--- config.mk ---
export PLATFORM = sky130hd
export DESIGN_NAME = slot_machine_core_flat
export DESIGN_NICKNAME = d
export VERILOG_FILES = /design/src/rtl/slot_pkg.sv /design/src/rtl/slot_machine_core_if.sv /design/src/rtl/slot_reel.sv /design/src/rtl/slot_machine_core.sv /design/src/flat_wrapper.sv
export SDC_FILE = /design/constraint.sdc
export NUM_CORES = 1
export LEC_CHECK = 0
export CAP_MARGIN = 20
export CORE_ASPECT_RATIO = 1.4
export CORE_MARGIN = 3
export CORE_UTILIZATION = 56
export DETAILED_ROUTE_END_ITERATION = 12
export HOLD_SLACK_MARGIN = 0.06
export PLACE_DENSITY_LB_ADDON = 0.12
export SYNTH_ARGS = -nofsm -noshare
export SYNTH_HDL_FRONTEND = slang
export SYNTH_SLANG_ARGS = --single-unit
--- constraint.sdc ---
create_clock -name i_clk -period 3.5 [get_ports i_clk]
set_clock_uncertainty 0.15 [all_clocks]
set_input_delay 0.35 -clock i_clk [delete_from_list [all_inputs] [get_ports i_clk]]
set_output_delay 0.35 -clock i_clk [all_outputs]
set_load 0.01 [all_outputs]
--- src/rtl/slot_pkg.sv ---
// Shared types and helpers for the slot machine core.
// No timing of its own: the function below is purely combinational.
// No handshakes or backpressure are involved.
package slot_pkg;

    typedef enum logic [2:0] {
        IDLE     = 3'd0,
        SPIN     = 3'd1,
        STOPPING = 3'd2,
        EVAL     = 3'd3,
        RESULT   = 3'd4
    } state_t;

    // Returns a + b, clamped to max_val. The sum is one bit wider so the clamp still works at the top of the range.
    function automatic logic [31:0] sat_add(input logic [31:0] a,
                                            input logic [31:0] b,
                                            input logic [31:0] max_val);
        logic [32:0] sum;
        sum = {1'b0, a} + {1'b0, b};
        if (sum > {1'b0, max_val}) begin
            sat_add = max_val;
        end else begin
            sat_add = sum[31:0];
        end
    endfunction

endpackage

--- src/rtl/slot_machine_core_if.sv ---
// Button/credit inputs and display/buzzer outputs of the slot machine core.
// Latency is set by the core; the interface itself only carries the signals.
// No backpressure: inputs are levels or single-cycle pulses.
// Ports (slave = core side): start_stop, credit_in in; reels, state, win, pair_win, credits, buzzer out.
interface slot_machine_core_if #(
    parameter int NUM_REELS = 3,
    parameter int SYM_W     = 4,
    parameter int CREDIT_W  = 8
);
    import slot_pkg::*;

    logic                       start_stop;
    logic                       credit_in;
    logic [NUM_REELS*SYM_W-1:0] reels;
    state_t                     state;
    logic                       win;
    logic                       pair_win;
    logic [CREDIT_W-1:0]        credits;
    logic                       buzzer;

    modport master (
        output start_stop, credit_in,
        input  reels, state, win, pair_win, credits, buzzer
    );

    modport slave (
        input  start_stop, credit_in,
        output reels, state, win, pair_win, credits, buzzer
    );

endinterface

--- src/rtl/slot_reel.sv ---
// One reel: a divider that advances the symbol value once every PERIOD running cycles.
// Latency: the value updates on the clock edge where the divider reaches its terminal count.
// No backpressure; i_freeze holds the value and the divider for the current edge.
// Ports: i_clk, i_rst, i_clear_div, i_run, i_freeze in; o_value out.
module slot_reel #(
    parameter int PERIOD      = 4,
    parameter int NUM_SYMBOLS = 10,
    parameter int SYM_W       = (NUM_SYMBOLS > 1) ? $clog2(NUM_SYMBOLS) : 1
) (
    input  logic             i_clk,
    input  logic             i_rst,
    input  logic             i_clear_div,
    input  logic             i_run,
    input  logic             i_freeze,
    output logic [SYM_W-1:0] o_value
);
    localparam int DIV_W = (PERIOD > 1) ? $clog2(PERIOD) : 1;

    logic [DIV_W-1:0] r_div;
    logic [SYM_W-1:0] r_value;

    always_ff @(posedge i_clk) begin
        if (i_rst) begin
            r_div   <= '0;
            r_value <= '0;
        end else if (i_clear_div) begin
            r_div <= '0;
        end else if (i_run && !i_freeze) begin
            if (r_div == DIV_W'(PERIOD - 1)) begin
                r_div   <= '0;
                r_value <= (r_value == SYM_W'(NUM_SYMBOLS - 1)) ? '0 : r_value + SYM_W'(1);
            end else begin
                r_div <= r_div + DIV_W'(1);
            end
        end
    end

    assign o_value = r_value;

endmodule

--- src/rtl/slot_machine_core.sv ---
// Slot machine game core: N reels, staggered stopping, credit accounting, payout and buzzer.
// Latency: a start edge changes state on the next cycle; EVAL lasts one cycle, then RESULT.
// No backpressure; start edges are ignored while STOPPING and while IDLE with zero credits.
// Ports: i_clk, i_rst (sync, active high); io_bus (slave modport of slot_machine_core_if).
module slot_machine_core
    import slot_pkg::*;
#(
    parameter int NUM_REELS    = 3,
    parameter int NUM_SYMBOLS  = 10,
    parameter int DIV_BASE     = 4,
    parameter int STOP_GAP     = 8,
    parameter int CREDIT_W     = 8,
    parameter int INIT_CREDITS = 3,
    parameter int JACKPOT_PAY  = 10,
    parameter int PAIR_PAY     = 2,
    parameter int BUZZ_CYCLES  = 16
) (
    input  logic               i_clk,
    input  logic               i_rst,
    slot_machine_core_if.slave io_bus
);
    localparam int SYM_W  = (NUM_SYMBOLS > 1) ? $clog2(NUM_SYMBOLS) : 1;
    localparam int GAP_W  = (STOP_GAP > 1) ? $clog2(STOP_GAP) : 1;
    localparam int IDX_W  = $clog2(NUM_REELS);
    localparam int BUZZ_W = (BUZZ_CYCLES > 0) ? $clog2(BUZZ_CYCLES + 1) : 1;
    localparam logic [CREDIT_W-1:0] CRED_MAX = '1;

    state_t                     r_state;
    state_t                     w_next_state;
    logic                       r_start_d;
    logic [NUM_REELS-1:0]       r_frozen;
    logic [GAP_W-1:0]           r_gap;
    logic [IDX_W-1:0]           r_next;
    logic [CREDIT_W-1:0]        r_credits;
    logic                       r_win;
    logic                       r_pair;
    logic [BUZZ_W-1:0]          r_buzz_cnt;

    logic                       w_start_edge;
    logic                       w_has_credit;
    logic                       w_run;
    logic                       w_charge;
    logic                       w_clear_div;
    logic                       w_clear_flags;
    logic                       w_stop_hit;
    logic                       w_gap_hit;
    logic [NUM_REELS-1:0]       w_freeze;
    logic                       w_all_eq;
    logic                       w_pair_eq;
    logic [31:0]                w_pay;
    logic [CREDIT_W-1:0]        w_credit_nxt;
    logic [SYM_W-1:0]           w_val [NUM_REELS];
    logic [NUM_REELS*SYM_W-1:0] w_reels;

    assign w_start_edge = io_bus.start_stop & ~r_start_d;
    assign w_has_credit = (r_credits != '0);
    assign w_run        = (r_state == SPIN) || (r_state == STOPPING);

    // FSM state register
    always_ff @(posedge i_clk) begin
        if (i_rst) begin
            r_state <= IDLE;
        end else begin
            r_state <= w_next_state;
        end
    end

    // FSM next state and control strobes
    always_comb begin
        w_next_state  = r_state;
        w_charge      = 1'b0;
        w_clear_div   = 1'b0;
        w_clear_flags = 1'b0;
        w_stop_hit    = 1'b0;
        w_gap_hit     = 1'b0;
        case (r_state)
            IDLE, RESULT: begin
                if (w_start_edge) begin
                    w_clear_flags = 1'b1;
                    if (w_has_credit) begin
                        w_charge     = 1'b1;
                        w_clear_div  = 1'b1;
                        w_next_state = SPIN;
                    end else begin
                        w_next_state = IDLE;
                    end
                end
            end
            SPIN: begin
                if (w_start_edge) begin
                    w_stop_hit   = 1'b1;
                    w_next_state = STOPPING;
                end
            end
            STOPPING: begin
                // The cycle after the last freeze is spent here so every reel has settled before EVAL compares.
                if (&r_frozen) begin
                    w_next_state = EVAL;
                end else if (r_gap == GAP_W'(STOP_GAP - 1)) begin
                    w_gap_hit = 1'b1;
                end
            end
            EVAL: begin
                w_next_state = RESULT;
            end
            default: begin
                w_next_state = IDLE;
            end
        endcase
    end

    // A reel is held on the very edge that freezes it, so it keeps the value shown in that cycle.
    always_comb begin
        w_freeze = r_frozen;
        if (w_stop_hit) begin
            w_freeze[0] = 1'b1;
        end
        for (int i = 1; i < NUM_REELS; i++) begin
            if (w_gap_hit && (r_next == IDX_W'(i))) begin
                w_freeze[i] = 1'b1;
            end
        end
    end

    for (genvar g = 0; g < NUM_REELS; g++) begin : g_reel
        slot_reel #(
            .PERIOD      (DIV_BASE * (g + 1)),
            .NUM_SYMBOLS (NUM_SYMBOLS),
            .SYM_W       (SYM_W)
        ) u_reel (
            .i_clk       (i_clk),
            .i_rst       (i_rst),
            .i_clear_div (w_clear_div),
            .i_run       (w_run),
            .i_freeze    (w_freeze[g]),
            .o_value     (w_val[g])
        );
        assign w_reels[g*SYM_W +: SYM_W] = w_val[g];
    end

    always_comb begin
        w_all_eq = 1'b1;
        for (int i = 1; i < NUM_REELS; i++) begin
            if (w_val[i] != w_val[0]) begin
                w_all_eq = 1'b0;
            end
        end
    end

    assign w_pair_eq = (w_val[1] == w_val[0]);

    // Payout and coin insertion go through one saturating add; a charge only happens with credits > 0.
    always_comb begin
        w_pay = 32'd0;
        if (r_state == EVAL) begin
            if (w_all_eq) begin
                w_pay = 32'(JACKPOT_PAY);
            end else if (w_pair_eq) begin
                w_pay = 32'(PAIR_PAY);
            end
        end
        w_credit_nxt = r_credits;
        if (w_charge) begin
            if (!io_bus.credit_in) begin
                w_credit_nxt = r_credits - CREDIT_W'(1);
            end
        end else begin
            w_credit_nxt = CREDIT_W'(sat_add(32'(r_credits),
                                             w_pay + 32'(io_bus.credit_in),
                                             32'(CRED_MAX)));
        end
    end

    always_ff @(posedge i_clk) begin
        if (i_rst) begin
            r_start_d  <= 1'b0;
            r_frozen   <= '0;
            r_gap      <= '0;
            r_next     <= '0;
            r_credits  <= CREDIT_W'(INIT_CREDITS);
            r_win      <= 1'b0;
            r_pair     <= 1'b0;
            r_buzz_cnt <= '0;
        end else begin
            r_start_d <= io_bus.start_stop;
            r_credits <= w_credit_nxt;

            if (w_clear_div) begin
                r_frozen <= '0;
            end else begin
                r_frozen <= w_freeze;
            end

            if (w_stop_hit) begin
                r_gap  <= '0;
                r_next <= IDX_W'(1);
            end else if (r_state == STOPPING) begin
                if (w_gap_hit) begin
                    r_gap  <= '0;
                    r_next <= r_next + IDX_W'(1);
                end else begin
                    r_gap <= r_gap + GAP_W'(1);
                end
            end

            if (r_state == EVAL) begin
                r_win      <= w_all_eq;
                r_pair     <= !w_all_eq && w_pair_eq;
                r_buzz_cnt <= w_all_eq ? BUZZ_W'(BUZZ_CYCLES) : '0;
            end else if (w_clear_flags) begin
                r_win      <= 1'b0;
                r_pair     <= 1'b0;
                r_buzz_cnt <= '0;
            end else if (r_buzz_cnt != '0) begin
                r_buzz_cnt <= r_buzz_cnt - BUZZ_W'(1);
            end
        end
    end

    assign io_bus.reels    = w_reels;
    assign io_bus.state    = r_state;
    assign io_bus.win      = r_win;
    assign io_bus.pair_win = r_pair;
    assign io_bus.credits  = r_credits;
    assign io_bus.buzzer   = (r_buzz_cnt != '0);

endmodule

--- src/flat_wrapper.sv ---
// flat-port wrapper written by rule: the top's interface ports become plain ports
module slot_machine_core_flat import slot_pkg::*;
#(
    parameter int NUM_REELS    = 3,
    parameter int NUM_SYMBOLS  = 10,
    parameter int DIV_BASE     = 4,
    parameter int STOP_GAP     = 8,
    parameter int CREDIT_W     = 8,
    parameter int INIT_CREDITS = 3,
    parameter int JACKPOT_PAY  = 10,
    parameter int PAIR_PAY     = 2,
    parameter int BUZZ_CYCLES  = 16
)
  (i_clk, i_rst, io_bus_start_stop, io_bus_credit_in, io_bus_reels, io_bus_state, io_bus_win, io_bus_pair_win, io_bus_credits, io_bus_buzzer);
  slot_machine_core_if #(.NUM_REELS(NUM_REELS), .SYM_W(4), .CREDIT_W(CREDIT_W)) io_bus_i ();
  input  logic i_clk;
  input  logic i_rst;
  input wire logic [$bits(io_bus_i.start_stop)-1:0] io_bus_start_stop;
  input wire logic [$bits(io_bus_i.credit_in)-1:0] io_bus_credit_in;
  output wire logic [$bits(io_bus_i.reels)-1:0] io_bus_reels;
  output wire logic [$bits(io_bus_i.state)-1:0] io_bus_state;
  output wire logic [$bits(io_bus_i.win)-1:0] io_bus_win;
  output wire logic [$bits(io_bus_i.pair_win)-1:0] io_bus_pair_win;
  output wire logic [$bits(io_bus_i.credits)-1:0] io_bus_credits;
  output wire logic [$bits(io_bus_i.buzzer)-1:0] io_bus_buzzer;
  assign io_bus_i.start_stop = io_bus_start_stop;
  assign io_bus_i.credit_in = io_bus_credit_in;
  assign io_bus_reels = io_bus_i.reels;
  assign io_bus_state = io_bus_i.state;
  assign io_bus_win = io_bus_i.win;
  assign io_bus_pair_win = io_bus_i.pair_win;
  assign io_bus_credits = io_bus_i.credits;
  assign io_bus_buzzer = io_bus_i.buzzer;
  slot_machine_core #(.NUM_REELS(NUM_REELS), .NUM_SYMBOLS(NUM_SYMBOLS), .DIV_BASE(DIV_BASE), .STOP_GAP(STOP_GAP), .CREDIT_W(CREDIT_W), .INIT_CREDITS(INIT_CREDITS), .JACKPOT_PAY(JACKPOT_PAY), .PAIR_PAY(PAIR_PAY), .BUZZ_CYCLES(BUZZ_CYCLES)) u_core (.i_clk(i_clk), .i_rst(i_rst), .io_bus(io_bus_i));
endmodule
==> tab_implementation.tex <==
\begin{tabular}{lr}
\hline
Metric & Value \\
\hline
\multicolumn{2}{l}{\textbf{Flow run}} \\
Max Cap Violations & 0 \\
\multicolumn{2}{l}{\textbf{Route}} \\
DR DRC count & 0 \\
Overall routed net length & 5.76 mm \\
Number of vias in the routed layout & 2391 \\
Routed WL per cell & 13.8 um \\
Post-route ant nets & 0 \\
1st-pass router iterations & 4 \\
Vias per Instance & 5.71 \\
Count of routing violations after the opening detailed-route iteration & 141 \\
\multicolumn{2}{l}{\textbf{Worst setup path}} \\
Critical R2R Launch & u\_core.io\_bus.state[2] \\
Worst setup EP type & flop \\
Critical path data required time & 3530 ps \\
Launching element type of the critical path & flop \\
Startpoint of the worst setup timing path & u\_core.io\_bus.state[2] \\
Critical path peak fanout & 16 \\
Category of the critical setup timing path & flop to flop \\
Signal arrival time at the worst endpoint & 2900 ps \\
\multicolumn{2}{l}{\textbf{Placed design}} \\
Buffers added on ports & 29 \\
Weighted congestion at the end of routability-driven global placement & 0.886 \\
Standard cell area after detailed placement & 3100 sq um \\
Number of placed instances, taps included & 411 \\
Half-perimeter wire length after placement & 4.31 mm \\
\multicolumn{2}{l}{\textbf{GRT}} \\
Total global routing track utilization & 21.6\% \\
Vias in the first global route & 2186 \\
Pin count of the biggest net entering global routing & 17 \\
Global-route wire length before repair & 9.94 mm \\
Total congestion overflow after global routing & 0 \\
Antenna violations before repair & 0 \\
\multicolumn{2}{l}{\textbf{Clocking}} \\
CTS clock-pin slew for the worst setup and hold paths & 90 ps \\
Clock root cell & clkbuf\_8 \\
Inserted Clock Buffers & 5 \\
Clock H-tree levels & 2 \\
Max Root-Sink Buffers & 2 \\
Post-cts gate resize count & 0 \\
\# clock sinks & 48 \\
Clk\_lat worst skew & 300 ps \\
Number of buffers inserted by hold repair at cts & 0 \\
CTS tree & built \\
Total setup buffers inserted after CTS & 0 \\
\multicolumn{2}{l}{\textbf{Timing}} \\
Setup violators final & 0 \\
Slew Limit Fails & 0 \\
Tightest Pin Transition & 685 ps \\
Setup\_tns & 0 ps \\
Max\_slew headroom & 54.0\% \\
Share of the clock period used by the worst path after layout & 81.9\% \\
Fmax & 349 MHz \\
Final number of hold-violating endpoints & 0 \\
RSZ-0062 raised after global routing & false \\
Final Critical Period & 2870 ps \\
\multicolumn{2}{l}{\textbf{Final layout}} \\
Antenna diode count & 0 \\
Final standard cell area without fillers & 3210 sq um \\
Share of post-route cells with drive strength above 1 & 8.68\% \\
Final standard cell count with taps included and fillers excluded & 419 \\
Share of the core filled with cells in the final layout & 69.2\% \\
Nets & 376 \\
Area growth from synthesis to layout & 15.9\% \\
\multicolumn{2}{l}{\textbf{Outcome}} \\
Outcome & completed \\
\multicolumn{2}{l}{\textbf{Floorplan}} \\
Die Area & 5840 sq um \\
Std-Cell Rows & 29 \\
Placeable core area & 4640 sq um \\
Chip width & 65.5 um \\
Die height & 89.3 um \\
I/O pin count & 30 \\
Initial core utilization & 59.7\% \\
\multicolumn{2}{l}{\textbf{Yosys}} \\
Proportion of synthesized flip-flops having asynchronous set or reset & 0\% \\
Synth Flop Type & dfxtp\_1 \\
Number of nets in the synthesized netlist & 351 \\
Total of flip-flops plus latches after synthesis & 48 \\
Library cells used by synthesis & 61 \\
Number of synthesized flops with an enable pin & 0 \\
Count of mapped cells out of synthesis & 331 \\
Synth Area per Inst & 8.38 sq um \\
Syn. warnings & 0 \\
Sequential share of the synthesized area & 34.7\% \\
Netlist Area Pre-Place & 2770 sq um \\
\multicolumn{2}{l}{\textbf{Min path}} \\
Start point of the worst min-delay path & u\_core.r\_gap[1] \\
Path type of the worst min-delay path & flop to flop \\
\multicolumn{2}{l}{\textbf{Power and ir drop}} \\
Leakage & 1.21 nW \\
Total chip power & 1.45 mW \\
Worst vdd ir & 0.350 mV \\
Power density over the cells & 451 nW/um\^{}2 \\
\hline
\end{tabular}
-- cell type report --
| class | instances | area [sq um] |
|---|---|---|
| multi-input cells | 256 | 1690 |
| repair buffers | 33 | 320 |
| well taps | 62 | 77.6 |
| clock buffers | 5 | 68.8 |
| clock inverters | 3 | 46.3 |
| flip-flops and latches | 48 | 961 |
| inverters | 12 | 45.0 |
| fillers | 426 | 1430 |
-- worst max-delay path, stage by stage (launching register included) --
cell and delay (ps):
dfxtp_1 480, nand3b_1 290, nor4_1 320, buf_4 190, nand2_1 100, inv_1 90
ha_1 250, a31oi_1 450, o21ai_4 150, a31oi_2 180, a221oi_2 80
-- through the flow --
stage                     hold slack [ps]  setup slack [ps]
after global routing                  330               366
final                                 311               632
after global placement                294               755
after floorplan                       283               619
after detailed placement              300               622
after CTS                             313               612
-- final timing paths --
check                              to  slack (ps)  cells past startpoint
max          u_core.io_bus.credits[5]         630                     10
min                   u_core.r_gap[1]         310                      2
max reg2reg  u_core.io_bus.credits[5]         630                     10
min reg2reg           u_core.r_gap[1]         310                      2
-- cell usage in the layout, fill, tap and decap left out, drive strengths merged, types with 2 or more instances in the layout --
master         Yosys  final
nor3b              3      3
mux2i              4      4
a221oi             2      2
a31oi              7      7
buf                6      4
and3b              2      2
and2               3      3
or2                2      2
o21bai             2      2
nand2             30     30
dfxtp             48     48
nor2b             10     10
or3b               2      2
a211oi             6      6
xnor2              9      9
nand4              2      2
nor4               6      6
nor2              38     38
nor4bb             2      2
nand3b             3      3
nor4b              3      3
nand3             16     16
nand2b            10     10
or3                5      5
a21oi             28     28
xor2              11     11
clkbuf             9      5
ha                15     15
nor3               5      5
clkdlybuf4s50      0     29
inv               12     13
o21ai             10     10
a31o               2      2
a21o               2      2
-- power breakdown --
| part | switching [mW] | total [mW] | internal, mW |
|---|---|---|---|
| Clock | 0.198 | 0.413 | 0.215 |
| Combinational | 0.195 | 0.387 | 0.193 |
| Sequential | 0.0592 | 0.648 | 0.588 |
| Total | 0.452 | 1.45 | 0.996 |
-- state kept, by name, indices dropped and copies added (netlist names) --
register	flops
u_core.g_reel.u_reel.o_value	12
u_core.r_start_d	1
u_core.io_bus.state	3
u_core.r_frozen	3
u_core.io_bus.win	1
u_core.io_bus.pair_win	1
u_core.r_buzz_cnt	5
u_core.r_next	2
u_core.r_gap	3
u_core.io_bus.credits	8
u_core.g_reel.u_reel.r_div	9
-- cells by family (layout without fill, tap and decap cells) --
family                     after synthesis  after routing  share of synthesized area, %
buffers and inverters                   27             53                          4.24
DFF                                     48             48                          34.7
adders and majority gates               16             16                          7.49
muxes                                    5              5                          1.85
xor gates and xnor gates                20             20                          6.32
and+or+nand+nor                        147            147                          28.7
AOI/OAI and AO/OA                       68             68                          16.7
-- synthesized netlist by cell type, types with 3 or more instances --
cell type / number / area, sq um
a211oi_1: 5 / 37.5
a21oi_1: 27 / 135
a31oi_1: 6 / 37.5
and2_1: 3 / 18.8
buf_2: 4 / 20.0
clkbuf_1: 9 / 33.8
dfxtp_1: 48 / 961
ha_1: 15 / 188
inv_1: 12 / 45.0
mux2i_1: 4 / 40.0
nand2_1: 30 / 113
nand2b_1: 10 / 62.6
nand3_1: 16 / 80.1
nand3b_1: 3 / 22.5
nor2_1: 38 / 143
nor2b_1: 10 / 62.6
nor3_1: 5 / 25.0
nor4_1: 5 / 31.3
nor4b_1: 3 / 26.3
o21ai_0: 5 / 25.0
o21ai_1: 3 / 15.0
or3_1: 5 / 31.3
xnor2_1: 9 / 78.8
xor2_1: 11 / 96.3
-- metal layers --
metal / GRT usage (%) / part of all wire (%) / routed length, um / vias up
met2: 38.2 / 51 / 2950 / 38
met1: 24.9 / 43 / 2460 / 1118
met3: 4.65 / 2.9 / 168 / 15
met4: 10.0 / 3.1 / 178 / 0
met5: 0 / 0 / 0 / -
li1: - / - / - / 1220
Note: power is estimated with default switching activity, not from simulation.
